## src/rtl/photon_capture_pkg.sv

```systemverilog
// Shared types and helpers for the photon snapshot capture controller.
package photon_capture_pkg;

  localparam int unsigned ADDR_W_DEF = 10;
  localparam int unsigned PIX_W_DEF  = 12;
  localparam int unsigned DAT_W_DEF  = 20;
  localparam int unsigned DEPTH      = 2 ** ADDR_W_DEF;
  localparam int unsigned WORD_W     = 32;

  typedef enum logic [1:0] {
    StIdle    = 2'd0,
    StArmed   = 2'd1,
    StCapture = 2'd2,
    StDone    = 2'd3
  } state_t;

  // Pixel ID goes in the MSBs so software can demux words by channel.
  function automatic logic [WORD_W-1:0] pack_word(input logic [PIX_W_DEF-1:0] pix,
                                                  input logic [DAT_W_DEF-1:0] data);
    return {pix, data};
  endfunction

endpackage

```

## src/rtl/photon_capture_ctrl_filter.sv

```systemverilog
// Accept decode for the incoming sample stream plus the one-cycle RAM write stage.
module photon_capture_ctrl_filter
  import photon_capture_pkg::*;
#(
  parameter int unsigned ADDR_W = ADDR_W_DEF,
  parameter int unsigned PIX_W  = PIX_W_DEF,
  parameter int unsigned DAT_W  = DAT_W_DEF
) (
  input  logic              clk_i,
  input  logic              rst_i,
  input  logic              st_armed_i,
  input  logic              st_capture_i,
  input  logic              st_done_full_i,
  input  logic              arm_i,
  input  logic              trig_i,
  input  logic              filt_en_i,
  input  logic [PIX_W-1:0]  sel_pix_i,
  input  logic              in_valid_i,
  input  logic [PIX_W-1:0]  in_pix_i,
  input  logic [DAT_W-1:0]  in_data_i,
  input  logic [ADDR_W-1:0] wr_addr_i,
  output logic              accept_o,
  output logic              drop_o,
  output logic              bram_we_o,
  output logic [ADDR_W-1:0] bram_addr_o,
  output logic [WORD_W-1:0] bram_wr_data_o
);

  logic              match;
  logic              accept;
  logic              we_d, we_q;
  logic [ADDR_W-1:0] addr_d, addr_q;
  logic [WORD_W-1:0] data_d, data_q;

  always_comb begin
    match  = in_valid_i && (!filt_en_i || (in_pix_i == sel_pix_i));
    // arm overrides trig and cancels whatever would have been written this cycle.
    accept = match && !arm_i && (st_capture_i || (st_armed_i && trig_i));
    drop_o = match && !arm_i && st_done_full_i;
    accept_o = accept;
    we_d   = accept;
    addr_d = accept ? wr_addr_i : addr_q;
    data_d = accept ? pack_word(in_pix_i, in_data_i) : data_q;
  end

  always_ff @(posedge clk_i) begin
    if (rst_i) begin
      we_q   <= 1'b0;
      addr_q <= '0;
      data_q <= '0;
    end else begin
      we_q   <= we_d;
      addr_q <= addr_d;
      data_q <= data_d;
    end
  end

  assign bram_we_o      = we_q;
  assign bram_addr_o    = addr_q;
  assign bram_wr_data_o = data_q;

endmodule

```

## src/rtl/photon_capture_ctrl.sv

```systemverilog
// Snapshot capture controller: arm/trigger FSM, word/overflow counters, RAM port A driver.
module photon_capture_ctrl
  import photon_capture_pkg::*;
#(
  parameter int unsigned ADDR_W = ADDR_W_DEF,
  parameter int unsigned PIX_W  = PIX_W_DEF,
  parameter int unsigned DAT_W  = DAT_W_DEF,
  parameter int unsigned OVF_W  = 16
) (
  input  logic              clk,
  input  logic              rst,
  input  logic              arm,
  input  logic              trig,
  input  logic              stop,
  input  logic              filt_en,
  input  logic [PIX_W-1:0]  sel_pix,
  input  logic              in_valid,
  input  logic [PIX_W-1:0]  in_pix,
  input  logic [DAT_W-1:0]  in_data,
  output logic              bram_we,
  output logic              bram_en_a,
  output logic [ADDR_W-1:0] bram_addr,
  output logic [31:0]       bram_wr_data,
  output logic              busy,
  output logic              done,
  output logic [ADDR_W:0]   words_written,
  output logic [OVF_W-1:0]  ovf_cnt
);

  localparam logic [ADDR_W:0]  WordOne = 1;
  localparam logic [OVF_W-1:0] OvfOne  = 1;

  state_t            state_d, state_q;
  logic [ADDR_W:0]   words_d, words_q;
  logic [OVF_W-1:0]  ovf_d, ovf_q;
  logic              full_d, full_q;
  logic              busy_d, busy_q;
  logic              done_d, done_q;
  logic              accept;
  logic              drop;

  photon_capture_ctrl_filter #(
    .ADDR_W (ADDR_W),
    .PIX_W  (PIX_W),
    .DAT_W  (DAT_W)
  ) u_filter (
    .clk_i          (clk),
    .rst_i          (rst),
    .st_armed_i     (state_q == StArmed),
    .st_capture_i   (state_q == StCapture),
    .st_done_full_i ((state_q == StDone) && full_q),
    .arm_i          (arm),
    .trig_i         (trig),
    .filt_en_i      (filt_en),
    .sel_pix_i      (sel_pix),
    .in_valid_i     (in_valid),
    .in_pix_i       (in_pix),
    .in_data_i      (in_data),
    .wr_addr_i      (words_q[ADDR_W-1:0]),
    .accept_o       (accept),
    .drop_o         (drop),
    .bram_we_o      (bram_we),
    .bram_addr_o    (bram_addr),
    .bram_wr_data_o (bram_wr_data)
  );

  always_comb begin
    state_d = state_q;
    words_d = words_q;
    ovf_d   = ovf_q;
    full_d  = full_q;
    if (arm) begin
      state_d = StArmed;
      words_d = '0;
      ovf_d   = '0;
      full_d  = 1'b0;
    end else begin
      if (accept) words_d = words_q + WordOne;
      if (drop && (ovf_q != '1)) ovf_d = ovf_q + OvfOne;
      unique case (state_q)
        StIdle:  ;
        StArmed: if (trig) state_d = StCapture;
        StCapture: begin
          // The write that fills the last slot is still issued; DONE lands on that same edge.
          if (accept && (&words_q[ADDR_W-1:0])) begin
            state_d = StDone;
            full_d  = 1'b1;
          end else if (stop) begin
            state_d = StDone;
          end
        end
        StDone:  ;
        default: state_d = StIdle;
      endcase
    end
    busy_d = (state_d == StArmed) || (state_d == StCapture);
    done_d = (state_d == StDone);
  end

  always_ff @(posedge clk) begin
    if (rst) begin
      state_q <= StIdle;
      words_q <= '0;
      ovf_q   <= '0;
      full_q  <= 1'b0;
      busy_q  <= 1'b0;
      done_q  <= 1'b0;
    end else begin
      state_q <= state_d;
      words_q <= words_d;
      ovf_q   <= ovf_d;
      full_q  <= full_d;
      busy_q  <= busy_d;
      done_q  <= done_d;
    end
  end

  assign bram_en_a     = bram_we;
  assign busy          = busy_q;
  assign done          = done_q;
  assign words_written = words_q;
  assign ovf_cnt       = ovf_q;

endmodule

```

## config.mk

```make
export PLATFORM = sky130hd
export DESIGN_NAME = photon_capture_ctrl
export DESIGN_NICKNAME = d
export VERILOG_FILES = /design/src/rtl/photon_capture_pkg.sv /design/src/rtl/photon_capture_ctrl_filter.sv /design/src/rtl/photon_capture_ctrl.sv
export SDC_FILE = /design/constraint.sdc
export NUM_CORES = 1
export LEC_CHECK = 0
export BUFFER_PORTS_ARGS = -buffer_cell sky130_fd_sc_hd__buf_2
export CORE_UTILIZATION = 40
export DETAILED_ROUTE_END_ITERATION = 10
export GPL_TIMING_DRIVEN = 1
export MAX_ROUTING_LAYER = met4
export PLACE_DENSITY = 0.71
export REMOVE_ABC_BUFFERS = 1
export SLEW_MARGIN = 25
export SYNTH_ARGS = -nofsm -noshare
export SYNTH_HDL_FRONTEND = slang
export SYNTH_SLANG_ARGS = --single-unit
```

## constraint.sdc

```tcl
create_clock -name clk -period 2.3 [get_ports clk]
set_input_delay 0.46 -clock clk [delete_from_list [all_inputs] [get_ports clk]]
set_output_delay 0.46 -clock clk [all_outputs]
set_load 0.01 [all_outputs]
```

Word level (Yosys, flattened, before mapping). Cells that the tools add are included. Widths: inputs -> output; s select.

Register bits: 75. Output and inout port bits: 73. Logic and storage cells: 40.

Add/sub/neg operators: 2. Equality and inequality tests: 8. Mux-type cells: 5. Reduce and logical (&&, ||, !) cells: 16.

Operator list (number): $add 16x1->16 const B (1); $ne 16x16->1 const B (1); $eq 12x12->1 (1); $add 11x1->11 const B (1); $reduce_and 10->1 (1); $eq 2x2->1 const B (4); $logic_and 1x1->1 (8); $mux 2 (4); $eq 2x1->1 const B (2); $pmux 2 s2 (1); $logic_or 1x1->1 (3); $logic_not 1->1 (2); $reduce_and 2->1 (1); $reduce_or 2->1 (1).

Longest topological paths before layout. Gate-level depths: netlist of run 1.

Depth after elaboration: 11. Depth in mapped cells: 8.

Modules after synthesis. Synthesis of run 1 repeated with hierarchy kept, for this count alone.

Cells, all modules: 381. Area, all modules: 3656.0 sq um.

Modules (own cells, without submodules): photon_capture_ctrl_filter (instances 1, cells each 206, area each 2113.3 sq um, seq. area each 860.8 sq um); photon_capture_ctrl (instances 1, cells each 175, area each 1542.7 sq um, seq. area each 640.6 sq um).

Worst setup path after synthesis of run 1. Ideal clock, no wire load.

Path type: input to register. Start point: in in_pix[4]. End point: reg busy_q, in the netlist busy. Arrival: 2.013 ns. Required time: 2.172 ns. Path slack: 0.160 ns. Cell stages on the path: 8. Buffers on the path: 1. Cells stage by stage: xnor2_1 nand4_1 o31ai_2 buf_2 a21oi_1 nor2_1 ha_1 nor2b_1.

Cells in the longest elaborated chain, start to end: 11. Elaborated cells between the ends (all ways): 12.

Ends and longest elaborated chain: start, declared (line photon_capture_ctrl.sv:18) `input logic [PIX_W-1:0] in_pix,`; $eq 12x12->1 * (line photon_capture_ctrl_filter.sv:36) `match = in_valid_i && (!filt_en_i || (in_pix_i == sel_pix_i));`; $logic_or 1x1->1 * (line photon_capture_ctrl_filter.sv:36); $logic_and 1x1->1 * (line photon_capture_ctrl_filter.sv:36); $logic_and 1x1->1 * (2 in series) (line photon_capture_ctrl_filter.sv:38) `accept = match && !arm_i && (st_capture_i || (st_armed_i && trig_i));`; $logic_and 1x1->1 * (line photon_capture_ctrl.sv:85) `if (accept && (&words_q[ADDR_W-1:0])) begin`; $mux 2 * (line photon_capture_ctrl.sv:85); $pmux 2 s2 * (line photon_capture_ctrl.sv:80) `unique case (state_q)`; $mux 2 * (line photon_capture_ctrl.sv:72) `if (arm) begin`; named net state_d[0] (line photon_capture_ctrl.sv:33) `state_t state_d, state_q;`; $eq 2x1->1 / $eq 2x2->1 (equally long branches) (line photon_capture_ctrl.sv:96) `busy_d = (state_d == StArmed) || (state_d == StCapture);`; $logic_or 1x1->1 * (line photon_capture_ctrl.sv:96); named net busy_d (line photon_capture_ctrl.sv:37) `logic busy_d, busy_q;`; end signal, assigned (line photon_capture_ctrl.sv:113) `busy_q <= busy_d;`; end, declared (line photon_capture_ctrl.sv:37).

The timed path passes the listed nets; every way through them passes the cells marked *. A chain may end at the register's enable or synchronous reset.

Worst setup path after layout of run 1.
Start point: in in_pix[4]. End point: reg words_q[10], in the netlist words_written[10].

Cells in the longest elaborated chain, start to end: 5.

Ends and longest elaborated chain: $eq 12x12->1 (line photon_capture_ctrl_filter.sv:36); $logic_or 1x1->1 (line photon_capture_ctrl_filter.sv:36); $logic_and 1x1->1 (line photon_capture_ctrl_filter.sv:36); $logic_and 1x1->1 (2 in series) (line photon_capture_ctrl_filter.sv:38); end signal, assigned (line photon_capture_ctrl.sv:110) `words_q <= words_d;`; end, declared (line photon_capture_ctrl.sv:34) `logic [ADDR_W:0] words_d, words_q;`.

No other way between the ends.

==> flow_metrics.tcl, run 1 <==
set metrics [dict create \
    wirelength_um 9490 \
    die-area_sq_um 9100 \
    slew_headroom_pct 58.3 \
    start_kind "primary input" \
    synth.distinct_cells 41 \
    post_cts_buffers 0 \
    power_density_nw_per_um2 579 \
    outcome "completed" \
    grt_overflow_total 0 \
    port_buffers 123 \
    slowest_delay_ps 620 \
    clock_latency_ps 350 \
    fill_cells 825 \
    synth_cells 419 \
    path_max_fanout 36 \
    firstDrtPassIters 4 \
    gp_congestion 0.870 \
    grt_pass1_vias 3145 \
    seq_area_frac_synth_pct 43.0 \
    syn_area_per_cell_sq_um 8.33 \
    final_common_cell "buf_2" \
    antenna_cells 0 \
    yosys.area.top_type "dfxtp_1" \
    hold_depth 3 \
    area_growth_pct 27.1 \
    hold_viol 0 \
    clock.fmax_mhz 486 \
    min_from "in_data[19]" \
    r2r_cells 7 \
    cts_hold_buf 0 \
    final_util_pct 53.2 \
    setup.worst_path.class "primary input to flop" \
    max-clock-path-buffers 2 \
    mostFrequentLayoutCells "123 x buf_2, 75 x dfxtp_1, 65 x a21oi_1, 51 x nand3_1, 46 x o21ai_0" \
    leakagePower_nw 1.80 \
    ant_nets 0 \
    cts_tree "yes" \
    drive_gt1_share_pct 29.4 \
    ioPinCount 124 \
    root_buffer "clkbuf_8" \
    dpl.hpwl_um 6580 \
    fin_crit_sh_pct 89.5 \
    ff2ff_setup_slack_ps 370 \
    required_ps 2510 \
    nets 591 \
    ys_warn_count 0 \
    power.total_mw 2.57 \
    clk_pin_slew_ps 80 \
    maxSlewViolCount 0 \
    dp_slack_ps -132 \
    rsz0062_at_grt "false" \
    wl_per_cell_um 14.8 \
    route.detailed.drc 0 \
    h-tree-depth 3 \
    r2r-start "ovf_cnt[0]" \
    peakVddDrop_mv 0.280 \
    drt_iter0_drc 147 \
    synth_top_area_share_pct 43.0 \
    cpMaxStageDelayCell "o31a_2" \
    start_util_pct 41.9 \
    die_x_um 95.4 \
    grt_usage_pct 21.0 \
    crit_chain "buf_2, xnor2_1, nand4_1, o31a_2, buf_4, o41ai_1, a21oi_1" \
    tns_ps 0 \
    synthTopCellsByArea "dfxtp_1 43%, a21oi_1 9.3%, nand3_1 7.3%" \
    antenna_found_initial 0 \
    core_sq_um 8340 \
    endpoint_kind "flop" \
    grt_max_degree 60 \
    dr_total_vias 3585 \
    holdPathEnd "u_filter.bram_wr_data_o[19]" \
    fin_skew_ps 7.59 \
    worst_slew_pin_slew_ps 625 \
    synth_area_sq_um 3490 \
    cts.sink_count 75 \
    die_y_um 95.4 \
    cts_resized 0 \
    viasPerCell 5.58 \
    post-route-min-period_ps 2060 \
    synth_seq_cells 75 \
    grt_first_pass_wirelength_um 14700 \
    cts_inserted_buffers 9 \
    maxCapViolCount 0 \
    setup_ws_ps 242 \
    reg2reg_to "ovf_cnt[5]" \
    setup_viol 0 \
    arrival_ps 2270 \
    num_rows 33 \
    min_path_type "primary input to flop" \
]
[cells by family after synthesis]
group | after synthesis | share of synthesized area [%]
and+or+nand+nor | 132 | 20.7
AOI/OAI and AO/OA | 149 | 24.8
xor gates and xnor gates | 12 | 3.01
DFF | 75 | 43.0
buffers and inverters | 42 | 5.38
adders and majority gates | 7 | 2.51
muxes | 2 | 0.573
[synth_stat cells (all sizes together)]
cell / n
nor2: 12
o2111ai: 5
and2: 6
clkbuf: 31
nand4: 10
or3: 5
a21o: 1
xnor2: 12
o31a: 1
o21ai: 47
o311ai: 3
o41ai: 2
inv: 6
or2: 1
nand2b: 1
a211oi: 1
buf: 5
o211a: 1
nor3: 5
nor4: 1
and3: 7
o31ai: 17
ha: 7
a41o: 4
nand2: 12
nand3: 51
a31oi: 2
or4: 14
mux2i: 2
nor3b: 1
and4: 2
a21oi: 65
dfxtp: 75
nor2b: 3
nand4b: 1
[registers in the layout, summed over array words and instances (netlist names)]
signal                   count
u_filter.bram_wr_data_o     32
done                         1
ovf_cnt                     16
u_filter.bram_addr_o        10
busy                         1
state_q                      2
full_q                       1
words_written               11
u_filter.bram_we_o           1
[per-stage QoR]
step | cell area, sq um | std cells | hold slack (ps)
after floorplan | 3330 | 383 | 450
after global placement | 4240 | 627 | 458
after detailed placement | 4240 | 627 | 464
after CTS | 4440 | 643 | 333
after global routing | 4440 | 643 | 337
final | 4440 | 643 | 350
[worst max-delay path by stage]
stage,from,endpoint,slack (ps),cells past startpoint
after floorplan,in_pix[4],busy,-1150,7
after global routing,in_pix[4],words_written[0],120,7
after detailed placement,in_pix[4],words_written[10],-130,7
after global placement,in_pix[8],words_written[10],-40,7
after CTS,in_pix[4],words_written[10],240,7
final,in_pix[4],words_written[10],240,7
[where the power goes]
| part | internal [mW] | switching (mW) | total [mW] |
|---|---|---|---|
| logic | 0.101 | 0.150 | 0.251 |
| clock network | 0.501 | 0.496 | 0.997 |
| registers | 1.31 | 0.00747 | 1.32 |
[routing by layer]
metal  global-route usage, %  vias to the layer above  part of all wire [%]
li1                        -                     1797                     -
met3                    3.59                       10                   5.4
met5                       -                        -                     0
met1                    25.9                     1674                    46
met2                    34.5                      104                    47
met4                    7.71                        0                   1.5
[area by class of cell]
| type | count | area, sq um | share of cell area, % |
|---|---|---|---|
| clock buffers | 10 | 128 | 2.88 |
| clock inverters | 6 | 66.3 | 1.50 |
| inverters | 6 | 22.5 | 0.508 |
| multi-input cells | 302 | 1810 | 40.9 |
| flip-flops and latches | 75 | 1500 | 33.9 |
| well taps | 105 | 131 | 2.96 |
| repair buffers | 139 | 773 | 17.4 |
[worst max-delay path: cells and delay by family]
family / cells / cell delay [ps]
buffers and inverters: 2 / 390
AO/OA/AOI/OAI: 3 / 1080
XOR/XNOR: 1 / 160
AND/OR/NAND/NOR: 1 / 190
Power figures use the tool's default switching activity.
==> inputs of run 2 (changes only) <==
--- a/config.mk
+++ b/config.mk
@@ -5,6 +5,7 @@
 export SDC_FILE = /design/constraint.sdc
 export NUM_CORES = 1
 export LEC_CHECK = 0
+export ABC_AREA = 1
 export BUFFER_PORTS_ARGS = -buffer_cell sky130_fd_sc_hd__buf_2
 export CORE_UTILIZATION = 40
 export DETAILED_ROUTE_END_ITERATION = 10
==> constraint.sdc (replaced) <==
create_clock -name clk -period 2.3 [get_ports clk]
set_input_delay 0.46 -clock clk [delete_from_list [all_inputs] [get_ports clk]]
set_output_delay 0.46 -clock clk [all_outputs]
set_load 0.05 [all_outputs]
==> flow_metrics.tcl, run 2 <==
set metrics [dict create \
    outcome "completed" \
    synth_seq_cells 75 \
    cts_tree "yes" \
    post_dp_cell_area_sq_um 4150 \
    grt_max_degree 47 \
    clock_latency_ps 350 \
    maxCapViolCount 0 \
    ff2ff_setup_slack_ps 300 \
    reg2reg_to "busy" \
    wl_per_cell_um 11.9 \
    die_y_um 94.1 \
    gp_congestion 0.876 \
    mostFrequentLayoutCells "147 x nand2_1, 123 x buf_2, 74 x dfxtp_1, 65 x a21oi_1, 36 x inv_1" \
    worst_slew_pin_slew_ps 621 \
    required_ps 2520 \
    clock.fmax_mhz 500 \
    r2r-start "words_written[1]" \
    power_density_nw_per_um2 602 \
    arrival_ps 2220 \
    peakVddDrop_mv 0.363 \
    fin_skew_ps 11.2 \
    synth_commonest_cells "147 x nand2_1, 75 x dfxtp_1, 65 x a21oi_1" \
    synth_area_sq_um 3390 \
    r2r_cells 14 \
    post-route-cell-area_sq_um 4370 \
    largest_reg_flops 32 \
    port_buffers 123 \
    max-clock-path-buffers 2 \
    setup_viol 0 \
    antenna_found_initial 0 \
    synthTopCellsByArea "dfxtp_1 44%, nand2_1 16%, a21oi_1 9.6%" \
    ioPinCount 124 \
    fin_crit_sh_pct 86.9 \
    post-route-min-period_ps 2000 \
    syn_area_per_cell_sq_um 7.25 \
    hold_viol 0 \
    dpl.hpwl_um 6160 \
    slowest_delay_ps 370 \
    synth_ff_type "dfxtp_1" \
    hold_ws_ps 347 \
    wirelength_um 8330 \
    cts_resized 0 \
    min_path_type "primary input to flop" \
    setup.worst_path.class "flop to flop" \
    start_kind "flop" \
    slew_headroom_pct 58.6 \
    ys_warn_count 0 \
    path_max_fanout 5 \
    synth_cells 468 \
    rsz0062_at_grt "false" \
    post_cts_buffers 0 \
    synth_enable_flop_cells 0 \
    root_buffer "clkbuf_8" \
    route.detailed.drc 0 \
    h-tree-depth 3 \
    firstDrtPassIters 4 \
    die_x_um 94.1 \
    min_from "in_data[12]" \
    cpMaxStageDelayCell "dfxtp_2" \
    final_common_cell "nand2_1" \
    grt_first_pass_wirelength_um 13700 \
    cp_num_buf_inv 3 \
    fill_cells 798 \
    synth.distinct_cells 32 \
    cts.sink_count 75 \
    leakagePower_nw 1.95 \
    crit_chain "ha_1, nand2_1, inv_1, nand3_1, inv_1, nand2_1, nor3_2, nand4_1, o21bai_1, nand2_1, nand2_1, ha_1, inv_1, nor2_1" \
    viasPerCell 4.89 \
    cp_common_cell "nand2_1" \
    num_rows 33 \
    crit_family "simple AND/OR/NAND/NOR gates" \
    die-area_sq_um 8860 \
    yosysMostFrequentCell "nand2_1" \
    async_flop_share_pct 0 \
    start_util_pct 41.3 \
    ant_nets 0 \
    maxSlewViolCount 0 \
    area_growth_pct 28.7 \
    cts_inserted_buffers 9 \
    endpoint_kind "flop" \
    grt_pass1_vias 3182 \
    holdPathEnd "u_filter.bram_wr_data_o[12]" \
    yosys.area.top_type "dfxtp_1" \
    grt_overflow_total 0 \
    grt_usage_pct 20.0 \
    dr_total_vias 3435 \
    cts_hold_buf 0 \
    antenna_cells 0 \
    nets 651 \
    clk_pin_slew_ps 90 \
    synth_top_area_share_pct 44.2 \
    seq_area_frac_synth_pct 44.2 \
    drt_iter0_drc 143 \
    core_sq_um 8220 \
    drive_gt1_share_pct 26.9 \
    hold_depth 3 \
]
## run 2: cell types whose count changed after synthesis, moves of 7 or more
cell | previous run | this run
nand3_1 | 51 | 24
xor2_1 | 0 | 10
buf_2 | 1 | 11
nand4_1 | 10 | 2
o31ai_1 | 16 | 0
and3_1 | 7 | 0
or4_1 | 14 | 0
o21ai_0 | 46 | 9
nand2_1 | 12 | 147
clkbuf_1 | 30 | 8
inv_1 | 6 | 36
nor2_1 | 12 | 28
## run 2: how the worst max path moves through the flow
stage	start	end	slack, ps	depth (start not counted)
after floorplan	in_pix[6]	full_q	-690	9
after global placement	in_pix[6]	u_filter.bram_addr_o[1]	250	11
after detailed placement	in_pix[6]	words_written[2]	200	11
after CTS	words_written[1]	busy	260	14
after global routing	words_written[1]	busy	20	14
final	words_written[1]	busy	300	14
## run 2: per-stage QoR
step / utilization, % / TNS [ps] / power (mW) / cells / setup WS [ps]
after floorplan: - / -32330 / 1.44 / 447 / -692
after global placement: 50.4 / 0 / 1.53 / 687 / 247
after detailed placement: 50.4 / 0 / 1.53 / 687 / 199
after CTS: 53.2 / 0 / 2.66 / 703 / 263
after global routing: 53.2 / 0 / 2.73 / 703 / 24.3
final: 53.2 / 0 / 2.63 / 703 / 301
## run 2: area by class of cell
class / instances / area (sq um) / area share, %
clock inverter: 6 / 95.1 / 2.18
multi-input combinational: 334 / 1650 / 37.8
sequential: 75 / 1500 / 34.4
clock buffer: 10 / 128 / 2.92
inverter: 38 / 143 / 3.26
timing repair buffer: 135 / 718 / 16.4
tap: 105 / 131 / 3.01
## run 2: per-layer routing
layer / up-vias / global-route usage, % / wire length, um
met4: 0 / 5.00 / 72
met2: 117 / 33.3 / 3870
met1: 1558 / 23.9 / 3820
li1: 1754 / - / -
met3: 6 / 5.42 / 575
met5: - / - / 0
## run 2: report_power, final
part           internal, mW  switching [mW]
sequential             1.31         0.00630
clock                 0.623           0.507
combinational        0.0714           0.115
## run 2: cell families after synthesis
family / count (synthesis) / synth area share (%)
flops: 75 / 44.2
buf+inv: 59 / 7.26
xor+xnor: 21 / 5.42
compound gates: 85 / 13.2
fa+ha+maj: 7 / 2.58
simple gates: 221 / 27.3
## run 2: worst reg2reg max path, stage by stage (launching register included)
cell,delay [ps]
dfxtp_2,370
ha_1,170
nand2_1,70
inv_1,80
nand3_1,110
inv_1,100
nand2_1,60
nor3_2,140
nand4_1,160
o21bai_1,160
nand2_1,80
nand2_1,70
ha_1,220
inv_1,50
nor2_1,30
==> inputs of run 3 (changes only) <==
--- a/config.mk
+++ b/config.mk
@@ -7,11 +7,13 @@
 export LEC_CHECK = 0
 export ABC_AREA = 1
 export BUFFER_PORTS_ARGS = -buffer_cell sky130_fd_sc_hd__buf_2
+export CORE_ASPECT_RATIO = 2
 export CORE_UTILIZATION = 40
 export DETAILED_ROUTE_END_ITERATION = 10
 export GPL_TIMING_DRIVEN = 1
 export MAX_ROUTING_LAYER = met4
 export PLACE_DENSITY = 0.71
+export RECOVER_POWER = 50
 export REMOVE_ABC_BUFFERS = 1
 export SLEW_MARGIN = 25
 export SYNTH_ARGS = -nofsm -noshare
==> flow_metrics.tcl, run 3 (synthesis results as in run 2) <==
set metrics [dict create \
    stdcell_count 698 \
    wl_per_cell_um 13.4 \
    dp.cells 681 \
    outcome "completed" \
    post-route-cell-area_sq_um 4390 \
    grt_max_degree 47 \
    cts_tree "yes" \
    cp_num_buf_inv 3 \
    fin_skew_ps 6.60 \
    core_sq_um 8230 \
    slew_headroom_pct 52.9 \
    multi_input_area_sq_um 1660 \
    slowest_delay_ps 330 \
    cts_inserted_buffers 9 \
    route.detailed.drc 0 \
    arrival_ps 2250 \
    num_rows 47 \
    setup_ws_ps 252 \
    power_density_nw_per_um2 691 \
    drt_iter0_drc 134 \
    clock_latency_ps 330 \
    post-route-min-period_ps 2050 \
    post_dp_cell_area_sq_um 4140 \
    cp_common_cell "nand2_1" \
    area_growth_pct 29.5 \
    dpl.hpwl_um 6790 \
    min_path_type "primary input to flop" \
    setup.worst_path.class "flop to flop" \
    path_max_fanout 3 \
    grt_pass1_vias 3469 \
    mostFrequentLayoutCells "147 x nand2_1, 75 x dfxtp_1, 73 x clkbuf_1, 65 x a21oi_1, 50 x buf_2" \
    grt_overflow_total 0 \
    firstDrtPassIters 4 \
    die-area_sq_um 8880 \
    crit_chain "ha_1, nand2_1, inv_1, nand3_1, inv_1, nand2_1, nor3_4, nand4_1, o21bai_1, nand2_1, nand2_1, ha_1, inv_1, nor2_1" \
    clk_pin_slew_ps 60 \
    crit_family "simple AND/OR/NAND/NOR gates" \
    drive_gt1_share_pct 15.0 \
    nets 653 \
    cts_hold_buf 0 \
    port_buffers 123 \
    dp_slack_ps 196 \
    worst_slew_pin_slew_ps 706 \
    root_buffer "clkbuf_16" \
    rsz0062_at_grt "false" \
    viasPerCell 5.03 \
    antenna_found_initial 0 \
    start_util_pct 41.2 \
    max-clock-path-buffers 2 \
    dr_total_vias 3510 \
    antenna_cells 0 \
    start_kind "flop" \
    gp_congestion 0.852 \
    largest_reg_flops 32 \
    hold_viol 0 \
    ant_nets 0 \
    power.total_mw 3.03 \
    die_y_um 132 \
    cpMaxStageDelayCell "dfxtp_1" \
    maxSlewViolCount 0 \
    setup_viol 0 \
    tns_ps 0 \
    endpoint_kind "flop" \
    ioPinCount 124 \
    wirelength_um 9320 \
    clock.fmax_mhz 488 \
    grt_usage_pct 22.6 \
    final_common_cell "nand2_1" \
    fill_cells 864 \
    peakVddDrop_mv 0.451 \
    leakagePower_nw 1.69 \
    fin_crit_sh_pct 89.0 \
    grt_first_pass_wirelength_um 15000 \
    required_ps 2500 \
    die_x_um 67.1 \
    maxCapViolCount 0 \
    cts.sink_count 75 \
    h-tree-depth 3 \
    seqCellArea_sq_um 1500 \
]
-- run 3: cell count changes in the layout (fill, tap and decap cells not counted), moves of 2 or more --
| cell | before | now |
|---|---|---|
| buf_4 | 11 | 13 |
| clkbuf_1 | 1 | 73 |
| clkbuf_16 | 0 | 9 |
| inv_6 | 2 | 0 |
| clkbuf_8 | 9 | 1 |
| clkinvlp_4 | 0 | 2 |
| buf_2 | 123 | 50 |
-- run 3: repair_timing --
| item | CTS | global route |
|---|---|---|
| buffers inserted | 0 | 1 |
| gates resized for setup | 0 | 1 |
| setup endpoints to repair | 0 | 1 |
-- run 3: metrics by stage --
stage / utilization [%] / hold WS [ps]
2_1_floorplan: - / 437
6_report: 53.4 / 366
3_5_place_dp: 50.3 / 453
5_1_grt: 53.4 / 364
3_3_place_gp: 50.3 / 449
4_1_cts: 54.3 / 358
-- run 3: cell type report --
| cell class | instances | share of cell area, % |
|---|---|---|
| tap | 98 | 2.79 |
| inverter | 38 | 3.25 |
| clock inverter | 6 | 2.02 |
| timing repair buffer | 137 | 14.6 |
| clock buffer | 10 | 5.44 |
| sequential | 75 | 34.2 |
| multi-input combinational | 334 | 37.7 |
-- run 3: worst paths after layout --
kind / from / end / slack, ps / cells after the start
hold reg to reg: u_filter.bram_addr_o[1] / u_filter.bram_addr_o[1] / 460 / 2
hold / removal: in_data[1] / u_filter.bram_wr_data_o[1] / 370 / 3
setup reg to reg: words_written[0] / busy / 250 / 14
setup / recovery: words_written[0] / busy / 250 / 14
-- run 3: where the power goes --
| part | switching (mW) | total [mW] | internal, mW |
|---|---|---|---|
| Clock | 0.553 | 1.53 | 0.979 |
| Sequential | 0.00637 | 1.32 | 1.31 |
| Combinational | 0.119 | 0.187 | 0.0686 |
-- run 3: worst reg2reg max path: stages, from the launching register on --
cell	delay (ps)
dfxtp_1	330
ha_1	180
nand2_1	70
inv_1	80
nand3_1	100
inv_1	100
nand2_1	90
nor3_4	180
nand4_1	150
o21bai_1	160
nand2_1	90
nand2_1	70
ha_1	230
inv_1	60
nor2_1	30
-- run 3: per-layer routing --
layer	share of wire, %	vias to the layer above	GRT usage, %
li1	-	1755	-
met1	38	1642	22.1
met2	55	97	40.2
met3	3.9	16	4.67
met4	2.6	0	10.5
met5	0	-	-
